## src/rtl/mem_port_arbiter_pkg.sv

```systemverilog
// Memory port encodings and defaults shared by the memory unit, the top
// level and the port arbiter.
package mem_port_arbiter_pkg;

    localparam int MEM_ADDR_W = 13;
    localparam int MEM_DATA_W = 64;

    // Arbitration policies for rr_arbiter / mem_port_arbiter.
    localparam int ARB_RR    = 0;
    localparam int ARB_FIXED = 1;

    typedef enum logic [1:0] {
        MEM_OP_NOP   = 2'h0,
        MEM_OP_READ  = 2'h1,
        MEM_OP_WRITE = 2'h2,
        MEM_OP_RSVD  = 2'h3
    } mem_op_e;

    // Only reads and writes compete for the port; the reserved code is a NOP.
    function automatic logic op_is_access(input logic [1:0] op);
        return (op == MEM_OP_READ) || (op == MEM_OP_WRITE);
    endfunction

endpackage

```

## src/rtl/mem_port_arbiter_rr_arbiter.sv

```systemverilog
// Combinational one-of-N picker: round-robin from a pointer or fixed priority.
// Ports: i_req (request vector), i_ptr (RR start index),
//        o_gnt (one-hot grant), o_idx (grant index), o_vld (any grant).
module rr_arbiter
    import mem_port_arbiter_pkg::*;
#(
    parameter int N        = 4,
    parameter int ARB_MODE = ARB_RR,
    parameter int IDX_W    = (N > 1) ? $clog2(N) : 1
) (
    input  logic [N-1:0]     i_req,
    input  logic [IDX_W-1:0] i_ptr,
    output logic [N-1:0]     o_gnt,
    output logic [IDX_W-1:0] o_idx,
    output logic             o_vld
);

    // k-th candidate in search order: from the pointer with wrap in RR mode,
    // plain ascending index in fixed mode.
    function automatic logic [IDX_W-1:0] slot(
        input int               k,
        input logic [IDX_W-1:0] ptr
    );
        int s;
        s = (ARB_MODE == ARB_FIXED) ? k : k + int'(ptr);
        if (s >= N) begin
            s = s - N;
        end
        return IDX_W'(s);
    endfunction

    logic [IDX_W-1:0] cand;
    logic             found;

    always_comb begin
        o_gnt = '0;
        o_idx = '0;
        found = 1'b0;
        cand  = '0;
        for (int k = 0; k < N; k++) begin
            cand = slot(k, i_ptr);
            if (!found && i_req[cand]) begin
                o_gnt[cand] = 1'b1;
                o_idx       = cand;
                found       = 1'b1;
            end
        end
        o_vld = found;
    end

endmodule

```

## src/rtl/mem_port_arbiter.sv

```systemverilog
// Shares one memory port among NUM_REQ requesters and routes read data back.
// Ports: i_req_op/addr/data (per requester, packed), o_req_ack (one-hot
//        accept), o_rsp_valid/o_rsp_data (read return), o_mem_op/addr/data
//        and i_mem_data (memory port), o_busy (read in flight).
module mem_port_arbiter
    import mem_port_arbiter_pkg::*;
#(
    parameter int NUM_REQ      = 4,
    parameter int ADDR_W       = MEM_ADDR_W,
    parameter int DATA_W       = MEM_DATA_W,
    parameter int READ_LATENCY = 2,
    parameter int ARB_MODE     = ARB_RR
) (
    input  logic                      i_clk,
    input  logic                      i_rst,
    input  logic [2*NUM_REQ-1:0]      i_req_op,
    input  logic [ADDR_W*NUM_REQ-1:0] i_req_addr,
    input  logic [DATA_W*NUM_REQ-1:0] i_req_data,
    output logic [NUM_REQ-1:0]        o_req_ack,
    output logic [NUM_REQ-1:0]        o_rsp_valid,
    output logic [DATA_W-1:0]         o_rsp_data,
    output logic [1:0]                o_mem_op,
    output logic [ADDR_W-1:0]         o_mem_addr,
    output logic [DATA_W-1:0]         o_mem_data,
    input  logic [DATA_W-1:0]         i_mem_data,
    output logic                      o_busy
);

    localparam int IDX_W = (NUM_REQ > 1) ? $clog2(NUM_REQ) : 1;
    localparam int RL    = READ_LATENCY;

    logic [NUM_REQ-1:0] elig;
    logic [NUM_REQ-1:0] gnt;
    logic [IDX_W-1:0]   gnt_idx;
    logic               gnt_vld;
    logic [1:0]         gnt_op;

    logic [IDX_W-1:0]   ptr_q, ptr_d;
    logic [NUM_REQ-1:0] ack_q, ack_d;
    logic [1:0]         mem_op_q, mem_op_d;
    logic [ADDR_W-1:0]  mem_addr_q, mem_addr_d;
    logic [DATA_W-1:0]  mem_data_q, mem_data_d;
    logic [NUM_REQ-1:0] rsp_valid_q, rsp_valid_d;
    logic [DATA_W-1:0]  rsp_data_q, rsp_data_d;

    // Read tag pipeline. Stage 0 is the issue cycle itself (op on the port),
    // stage RL lines up with valid i_mem_data, which is registered into the
    // response one cycle later.
    logic [RL:0]            pipe_vld_q, pipe_vld_d;
    logic [RL:0][IDX_W-1:0] pipe_id_q, pipe_id_d;

    // A requester being acked this cycle is still holding its op; mask it.
    always_comb begin
        elig = '0;
        for (int i = 0; i < NUM_REQ; i++) begin
            elig[i] = op_is_access(i_req_op[2*i +: 2]) && !ack_q[i];
        end
    end

    rr_arbiter #(
        .N        (NUM_REQ),
        .ARB_MODE (ARB_MODE),
        .IDX_W    (IDX_W)
    ) u_arb (
        .i_req (elig),
        .i_ptr (ptr_q),
        .o_gnt (gnt),
        .o_idx (gnt_idx),
        .o_vld (gnt_vld)
    );

    assign gnt_op = i_req_op[2*gnt_idx +: 2];

    always_comb begin
        ptr_d      = ptr_q;
        ack_d      = '0;
        mem_op_d   = MEM_OP_NOP;
        mem_addr_d = mem_addr_q;
        mem_data_d = mem_data_q;
        if (gnt_vld) begin
            ptr_d      = (gnt_idx == IDX_W'(NUM_REQ - 1)) ? '0
                                                          : gnt_idx + 1'b1;
            ack_d      = gnt;
            mem_op_d   = gnt_op;
            mem_addr_d = i_req_addr[gnt_idx*ADDR_W +: ADDR_W];
            mem_data_d = i_req_data[gnt_idx*DATA_W +: DATA_W];
        end
    end

    always_comb begin
        pipe_vld_d    = {pipe_vld_q[RL-1:0], gnt_vld && (gnt_op == MEM_OP_READ)};
        pipe_id_d     = pipe_id_q;
        pipe_id_d[0]  = gnt_idx;
        for (int k = 1; k <= RL; k++) begin
            pipe_id_d[k] = pipe_id_q[k-1];
        end
        rsp_valid_d = '0;
        rsp_data_d  = rsp_data_q;
        if (pipe_vld_q[RL]) begin
            rsp_valid_d[pipe_id_q[RL]] = 1'b1;
            rsp_data_d                 = i_mem_data;
        end
    end

    always_ff @(posedge i_clk) begin
        if (i_rst) begin
            ptr_q       <= '0;
            ack_q       <= '0;
            mem_op_q    <= MEM_OP_NOP;
            mem_addr_q  <= '0;
            mem_data_q  <= '0;
            rsp_valid_q <= '0;
            rsp_data_q  <= '0;
            pipe_vld_q  <= '0;
            pipe_id_q   <= '0;
        end else begin
            ptr_q       <= ptr_d;
            ack_q       <= ack_d;
            mem_op_q    <= mem_op_d;
            mem_addr_q  <= mem_addr_d;
            mem_data_q  <= mem_data_d;
            rsp_valid_q <= rsp_valid_d;
            rsp_data_q  <= rsp_data_d;
            pipe_vld_q  <= pipe_vld_d;
            pipe_id_q   <= pipe_id_d;
        end
    end

    assign o_req_ack   = ack_q;
    assign o_rsp_valid = rsp_valid_q;
    assign o_rsp_data  = rsp_data_q;
    assign o_mem_op    = mem_op_q;
    assign o_mem_addr  = mem_addr_q;
    assign o_mem_data  = mem_data_q;
    assign o_busy      = |pipe_vld_q;

endmodule
```

## config.mk

```make
export PLATFORM = sky130hd
export DESIGN_NAME = mem_port_arbiter
export DESIGN_NICKNAME = d
export VERILOG_FILES = /design/src/rtl/mem_port_arbiter_pkg.sv /design/src/rtl/mem_port_arbiter_rr_arbiter.sv /design/src/rtl/mem_port_arbiter.sv
export SDC_FILE = /design/constraint.sdc
export NUM_CORES = 1
export LEC_CHECK = 0
export CAP_MARGIN = 15
export CORE_AREA = 2 2 205 207
export CTS_CLUSTER_DIAMETER = 50
export DETAILED_ROUTE_END_ITERATION = 7
export DIE_AREA = 0 0 207 209
export DONT_BUFFER_PORTS = 1
export PLACE_DENSITY_LB_ADDON = 0.3
export SLEW_MARGIN = 0
export SYNTH_ARGS = -nofsm -noshare
export SYNTH_HDL_FRONTEND = slang
export SYNTH_SLANG_ARGS = --single-unit
```

## constraint.sdc

```tcl
create_clock -name i_clk -period 4.85 [get_ports i_clk]
set_input_delay 1.2125 -clock i_clk [delete_from_list [all_inputs] [get_ports i_clk]]
set_output_delay 1.2125 -clock i_clk [all_outputs]
set_load 0.01 [all_outputs]
```

Yosys cells after proc, flatten, opt, wreduce, memory -nomap -nowiden:

Index checks and enable logic that the tools add are counted.

* $add $sub $neg: 8
* $mul: 1
* $lt $le $gt $ge: 14
* equal/unequal tests: 10
* shift-type cells: 3
* mux-type cells: 35
* bitwise gates (word level): 5
* reduce and logical (&&, ||, !) cells: 27

Operators by type and width (number)
* 256-bit by 9-bit indexed part select with 64-bit output: 1
* 52-bit by 7-bit indexed part select with 13-bit output: 1
* 2-bit two-way mux: 9
* 4-bit two-way mux: 4
* 2-bit by 3-bit < comparator with 1-bit output (second input constant): 5
* 1-bit logical AND: 13
* 1-bit two-way mux: 13
* 4-bit OR: 3
* 1-bit demux with 2-bit select: 5
* 2-bit by 1-bit == test with 1-bit output (second input constant): 5
* 2-bit == test (second input constant): 5
* 2-bit by 1-bit greater-or-equal comparator with 1-bit output (second input constant): 5
* 3-bit greater-or-equal comparator (second input constant): 3
* 1-bit binary-select mux with 2-bit select: 4
* 8-bit by 4-bit indexed part select with 2-bit output: 1
* 2-bit by 1-bit subtractor with 2-bit output (second input constant): 4
* 1-bit logical NOT: 7
* 2-bit by 2-bit adder with 3-bit output (first input constant): 2
* 2-bit by 4-bit multiplier with 6-bit output (second input constant): 1
* 1-bit logical OR: 4
* 2-bit OR reduction: 2
* 1-bit by 2-bit adder with 3-bit output (first input constant): 1
* 2-bit by 3-bit greater-or-equal comparator with 1-bit output (second input constant): 1
* 3-bit OR reduction: 1
* other kinds (2): 3

* flip-flop bits (word level): 162
* bits of input ports: 382
* output and inout bits: 152
* word-level logic and storage cells: 114

Longest topological paths before layout:

Gate-level depths: netlist of the first run.

* depth after elaboration: 18
* mapped depth: 16
* gate-level depth less buffers: 9

Modules after synthesis:

A second synthesis of the first run with hierarchy kept.

* cell total of the unflattened synthesis: 751
* area, all modules: 8270.4 um2

Modules (own cells, without submodules)
* mem_port_arbiter: instances 1, cells an instance 706, area each 7848.8 um2, seq. area each 3243.1 um2
* rr_arbiter: instances 1, cells an instance 45, area each 421.7 um2, seq. area each 0.0 um2

Worst setup path before layout of the first run:

No wires, ideal clock.

* kind: flip-flop to flip-flop
* from: register ptr_q[0]
* to: register mem_op_q[0] (netlist: o_mem_op[0])
* library setup time: 115 ps
* data arrival time: 3292 ps
* data required time: 4735 ps
* slack: 1442 ps
* stages on the path, launching flop included: 15
* path buffers: 5
* period minus slack after synthesis: 3408 ps
* cell sequence: dfxtp_1 -> inv_2 -> clkbuf_1 -> clkbuf_1 -> ha_1 -> clkbuf_1 -> nor2_1 -> o211ai_1 -> a211oi_2 -> buf_2 -> nor2_1 -> buf_2 -> a31oi_1 -> nand3_1 -> and3_1

* cells in the longest elaborated chain, start to end: 16
* elaborated cells on any way between the ends: 40
* classes of those cells: 7 x add/sub; 4 x order compare; 1 x shift; 20 x mux; 1 x bitwise; 7 x reduce/logical

Ends and longest elaborated chain
* start: declaration: line mem_port_arbiter.sv:38 `logic [IDX_W-1:0] ptr_q, ptr_d;`
* start signal: assignment: line mem_port_arbiter.sv:117 `ptr_q <= ptr_d;`
* parallel branches: the longest is 16 deep, another holds 1-bit by 2-bit adder with 3-bit output
* end signal: assignment: line mem_port_arbiter.sv:119 `mem_op_q <= mem_op_d;`
* end: declaration: line mem_port_arbiter.sv:40 `logic [1:0] mem_op_q, mem_op_d;`

Several ways; the timed one is not identified. The select of a mux whose other input is x is not followed.
A chain may end at the register's enable or synchronous reset.

Final worst setup path of the first run:

* from: register ptr_q[1]
* to: register mem_data_q[7] (netlist: o_mem_data[7])

* cells in the longest elaborated chain, start to end: 15
* elaborated cells on any way between the ends: 38
* classes of those cells: 7 x add/sub; 4 x order compare; 1 x shift; 20 x mux; 6 x reduce/logical

Ends and longest elaborated chain
* parallel branches: the longest is 15 deep, another holds 1-bit by 2-bit adder with 3-bit output
* end signal: assignment: line mem_port_arbiter.sv:121 `mem_data_q <= mem_data_d;`
* end: declaration: line mem_port_arbiter.sv:42 `logic [DATA_W-1:0] mem_data_q, mem_data_d;`

Several ways; the timed one is not identified. The select of a mux whose other input is x is not followed.

==> results of run 1 <==
## registers in the layout, summed over array words and instances (netlist names)
signal / cells
o_mem_addr: 13
o_mem_data: 64
o_mem_op: 2
o_req_ack: 4
o_rsp_data: 64
o_rsp_valid: 4
pipe_id_d: 4
pipe_id_q: 2
pipe_vld_q: 3
ptr_q: 2
## worst max-delay path by stage
stage / startpoint / to / slack [ns] / cells past startpoint
after floorplan: ptr_q[0]$_SDFFE_PP0P_ / o_mem_op[0]$_SDFF_PP0_ / 1.44 / 14
after global placement: i_req_op[3] / o_mem_data[7]$_SDFFE_PP0P_ / 0.75 / 9
after detailed placement: i_req_op[3] / o_mem_data[7]$_SDFFE_PP0P_ / 0.74 / 9
after CTS: ptr_q[1]$_SDFFE_PP0P_ / o_mem_data[7]$_SDFFE_PP0P_ / 0.91 / 11
after global routing: ptr_q[1]$_SDFFE_PP0P_ / o_mem_data[7]$_SDFFE_PP0P_ / 0.72 / 11
final: ptr_q[1]$_SDFFE_PP0P_ / o_mem_data[7]$_SDFFE_PP0P_ / 0.78 / 10
## Yosys cell counts (all sizes together)
library cell	instances	share of area, %
ha	8	0.89
dfxtp	162	29
a21oi	6	0.27
clkbuf	135	4.5
o22ai	2	0.11
or3	1	0.056
a211oi	5	0.42
and3	5	0.28
or2	2	0.11
nor3b	1	0.067
mux2i	65	5.8
o41ai	1	0.078
inv	83	2.8
nor3	1	0.044
a31o	1	0.078
xor2	4	0.31
nand4	77	4.3
o2111ai	2	0.16
mux4	1	0.20
a2111oi	1	0.078
o31a	77	6.0
xnor2	4	0.31
a222oi	4	0.36
o311ai	1	0.078
nand2	19	0.63
a32oi	2	0.16
nand3	158	7.0
o221ai	1	0.078
o22a	1	0.078
a22o	1	0.078
nor2	80	2.7
a221oi	154	12
o211ai	4	0.27
o21ai	157	7.0
a31oi	1	0.056
nand2b	1	0.056
a32o	78	6.9
a221o	1	0.089
nor2b	84	4.7
buf	43	2.1
o32ai	1	0.078
o211a	1	0.089
a2111o	1	0.10
## per-stage QoR
| stage | cell area, µm² | setup slack, ns | hold WS [ns] | util, % | cells |
|---|---|---|---|---|---|
| floorplan | 11300 | 1.44 | 0.414 | - | 1437 |
| global route | 12300 | 0.717 | 0.467 | 29.8 | 1871 |
| CTS | 12300 | 0.906 | 0.455 | 29.8 | 1871 |
| detailed placement | 11700 | 0.743 | 0.437 | 28.4 | 1839 |
| finish | 12300 | 0.783 | 0.447 | 29.8 | 1871 |
| global placement | 11700 | 0.753 | 0.438 | 28.4 | 1839 |
## routing by layer
metal | global-route usage, % | vias up | wire, µm
li1 | - | 5357 | -
met1 | 26.7 | 5853 | 19300
met2 | 35.9 | 884 | 23400
met3 | 9.17 | 138 | 6420
met4 | 12.7 | 0 | 2670
met5 | 0 | - | 0
## final cells by class
| class | count | area share (%) |
|---|---|---|
| multi-input combinational | 1014 | 57.2 |
| sequential | 162 | 26.4 |
| tap | 539 | 5.47 |
| timing repair buffer | 41 | 3.62 |
| clock buffer | 17 | 3.45 |
| inverter | 83 | 2.55 |
| clock inverter | 15 | 1.28 |
## logic make-up (layout without fill, tap and decap cells)
logic type / after synthesis / after routing / synth area share (%)
adders and majority gates: 8 / 8 / 0.888
DFF: 162 / 162 / 28.8
xor gates and xnor gates: 8 / 8 / 0.622
AOI/OAI and AO/OA: 503 / 503 / 34.5
buffers and inverters: 261 / 156 / 9.32
and+or+nand+nor: 429 / 429 / 19.9
muxes: 66 / 66 / 5.97
## cells in the final DEF (no fill, tap or decap), drive strengths merged, types with 2 or more instances in the layout
cell type,count
a211oi,5
a21oi,6
a221oi,154
a222oi,4
a32o,78
a32oi,2
and3,5
buf,41
clkbuf,17
clkinv,5
dfxtp,162
ha,8
inv,92
mux2i,65
nand2,19
nand3,158
nand4,77
nor2,80
nor2b,84
o2111ai,2
o211ai,4
o21ai,157
o22ai,2
o31a,77
or2,2
xnor2,4
xor2,4
## power groups by stage
stage | Clock, mW | Sequential [mW] | Combinational, mW
after floorplan | 0 | 2.01 | 4.45
after global placement | 0 | 2.25 | 6.00
after detailed placement | 0 | 2.25 | 6.08
after CTS | 1.44 | 2.22 | 6.11
after global routing | 1.49 | 2.24 | 6.72
final | 1.39 | 2.23 | 6.16
==> metrics.cfg, run 1 <==
[setup_path]
cp_slowest_cell=dfxtp_1
cp_cell_sequence=inv_1, ha_1, a2111o_1, a211oi_4, buf_4, nor2_4, buf_4, nand4_1, nand3_1, a32o_1
worst_path_most_repeated_cell=buf_4
endpoint_kind=flop
setup.worst_path.start_class=flop
cp.required_ns=5.22
critPathArrivalTime_ns=4.44
crit_buf_inv=3
reg2reg_depth=10
worstPathMaxFanout=78
critical_path.max_stage_delay_ns=0.62
reg2reg_to=o_mem_data[7]$_SDFFE_PP0P_
rr_startpoint=ptr_q[1]$_SDFFE_PP0P_
worstSetupPathType=reg -> reg
crit_family=buffers and inverters
reg2reg_slack_ns=0.78

[clocking]
clock_path_buffers=2
clk_pin_slew_worst_paths_ns=0.07
cts_resized=0
post_cts_buffers=0
clk-insertion-delay-late_ns=0.48
clkSinkCount=162
cts_root_buf=clkbuf_16
cts_tree=done
cts_max_level=4
cts_buffers=17
hold_buffers=0

[power_and_ir_drop]
switching_share_pct=50.9
comb_power_share_pct=63.0
cellLeakagePower_nw=4.08
power_frac_clock_pct=14.2
internal-power_mw=4.79
ir_drop_mv=0.460
total_power_mw=9.77
switchingPower_mw=4.98
powerDensity_nw_per_um2=793
seqPwrFrac_pct=22.8

[synthesis]
synth_fp_nets=1827
avgSynthCellArea_um2=7.84
yosys_warnings=0
syn-cell-area_um2=11300
ys_ff_latch=162
ys_types=50
syn_inst=1437
ys_seq_area_share_pct=28.8

[outcome]
status=completed

[sta]
finalHoldViolCount=0
fin_skew_ns=0.00880
max_freq_ghz=0.246
rsz0062_at_grt=false
timing.final.crit_share_pct=83.9
finalSetupViolCount=0
fin_setup_tns_ns=0
drv_slew=0
worstMarginPinSlew_ns=1.18
post-route-min-period_ns=4.07
maxSlewHeadroom_pct=21.0

[die]
ioPinCount=534
initial_core_util_pct=27.3
die_w_um=207
die-area_um2=43300
die_height_um=209
core_um2=41300
num_rows=75

[layout]
nNetsFinal=1709
fillCellCount=4357
syn2layout_area_growth_pct=9.33
multi_input_area_um2=7050
drive_gt1_share_pct=6.76
seq_area_um2=3250
num_antenna_cells=0

[global_route]
antenna_found_initial=0
grt_pass1_vias=11500
gr-total-overflow=0
track_usage_pct=22.9
grt_pass1_wl_mm=76.3
grt_max_degree=153

[flow_run]
maxCapViolations=0

[route]
vias_per_cell=6.54
totalWireLength_mm=51.8
drtIter0Drc=1322
drc=0
firstDrtPassIters=7
ant_nets=0
wl_per_cell_um=27.7
vias=12200

[worst_hold_path]
holdPathStages=1
hold_path_end=pipe_id_d[5]$_SDFF_PP0_
hp-class=reg -> reg
hold_start=pipe_id_d[3]$_SDFF_PP0_

[placed_design]
place_hpwl_mm=33.7
io_buffers=0
place_congestion=0.883

(Power assumes the default switching activity.)
==> run 2: changes to the inputs <==
Clock period 4.85 ns to 3.96 ns, I/O delays scaled along.
==> metrics.cfg, run 2 (same netlist as run 1, synthesis figures left out) <==
[outcome]
status=complete, but fails checks
violations=design-rule violations

[sta]
post-route-min-period_ns=3.41
worstMarginPinSlew_ns=1.11
timing.final.crit_share_pct=86.2
fin_ws_ns=0.547
fin_skew_ns=0.0120
drv_slew=0
maxSlewHeadroom_pct=25.8
fin_setup_tns_ns=0
finalHoldViolCount=0
finalSetupViolCount=0
max_freq_ghz=0.293
rsz0062_at_grt=false

[power_and_ir_drop]
power_frac_clock_pct=14.6
internal-power_mw=6.05
powerDensity_nw_per_um2=975
ir_drop_mv=0.596
comb_power_share_pct=63.2
seqPwrFrac_pct=22.2
switchingPower_mw=6.04
switching_share_pct=50.0
cellLeakagePower_nw=4.12

[clocking]
cts_tree=done
hold_buffers=0
clkSinkCount=162
clk_pin_slew_worst_paths_ns=0.08
cts_resized=0
cts_buffers=17
cts_root_buf=clkbuf_16
post_cts_buffers=0
cts_max_level=4
clk-insertion-delay-late_ns=0.48
clock_path_buffers=2

[route]
wl_met2_mm=23.7
firstDrtPassIters=8
highest-signal-layer=met4
wl_per_cell_um=27.8
vias_per_cell=6.50
drc=3
vias=12200
totalWireLength_mm=52.2
drtIter0Drc=1298
ant_nets=0
wl_met1_mm=19.4
wl_met3_mm=6.35

[layout]
layout_commonest_cell=dfxtp_1
drive_gt1_share_pct=7.03
syn2layout_area_growth_pct=10.1
final_cell_mix=dfxtp_1 (160), nand3_1 (157), a221oi_1 (154), o21ai_0 (123), nor2b_1 (84)
nNetsFinal=1714
num_antenna_cells=0

[global_route]
grt_max_degree=153
grt_pass1_wl_mm=76.2
gr-total-overflow=0
track_usage_pct=23.0
grt_pass1_vias=11500
antenna_found_initial=0

[die]
ioPinCount=534
die_height_um=209
die-area_um2=43300
core_um2=41300
num_rows=75
initial_core_util_pct=27.3
die_w_um=207

[setup_path]
worstSetupPathType=reg -> reg
endpoint_kind=flop
cp.required_ns=4.39
critPathArrivalTime_ns=3.85
worstPathMaxFanout=30
setup.worst_path.start_class=flop

[placed_design]
place_hpwl_mm=34.9
io_buffers=0
place_ws_ns=0.307
place_congestion=0.927

[worst_hold_path]
hp-class=reg -> reg

[flow_run]
maxCapViolations=0

run 2: power by group through the flow:
stage	clock network, mW	registers (mW)	logic [mW]
after CTS	1.83	2.68	7.57
after global routing	1.88	2.70	8.30
after detailed placement	0	2.72	7.55
after global placement	0	2.72	7.41
after floorplan	0	2.46	5.45
final	1.77	2.68	7.64
run 2: final timing paths:
| kind | startpoint | end | slack, ns | cells past startpoint |
|---|---|---|---|---|
| max | ptr_q[1]$_SDFFE_PP0P_ | o_mem_data[16]$_SDFFE_PP0P_ | 0.55 | 11 |
| min | pipe_id_d[5]$_SDFF_PP0_ | pipe_id_q[5]$_SDFF_PP0_ | 0.44 | 1 |
| max reg2reg | ptr_q[1]$_SDFFE_PP0P_ | o_mem_data[16]$_SDFFE_PP0P_ | 0.55 | 11 |
| min reg2reg | pipe_id_d[5]$_SDFF_PP0_ | pipe_id_q[5]$_SDFF_PP0_ | 0.44 | 1 |
run 2: routing by layer:
metal | up-vias | track usage [%]
met1 | 5814 | 26.3
met5 | - | 0
li1 | 5356 | -
met2 | 894 | 36.2
met4 | 0 | 12.6
met3 | 128 | 9.75
run 2: cell type report:
class,instances,area [µm²]
repair buffers,46,508
well taps,539,674
multi-input cells,1014,7050
inverters,83,314
clock inverters,14,173
fillers,4407,28900
clock buffers,18,429
flip-flops and latches,162,3250
run 2: worst max-delay path: stages (launching register included):
cell and delay [ns]:
dfxtp_1 0.33, inv_1 0.13, ha_1 0.46, nor2_1 0.15, o211ai_1 0.14, a211oi_4 0.48, buf_4 0.45, buf_4 0.41
o21ai_0 0.15, o31a_1 0.11, o21ai_0 0.31, a32o_1 0.22
run 2: stage by stage:
stage                     hold WS [ns]  instances  total power [mW]  area, µm²  utilization [%]
after floorplan                  0.414       1437              7.91      11300                -
after CTS                        0.445       1876              12.1      12400             30.0
after global placement           0.427       1844              10.1      11800             28.6
final                            0.438       1876              12.1      12400             30.0
after detailed placement         0.427       1844              10.3      11800             28.6
after global routing             0.470       1876              12.9      12400             30.0
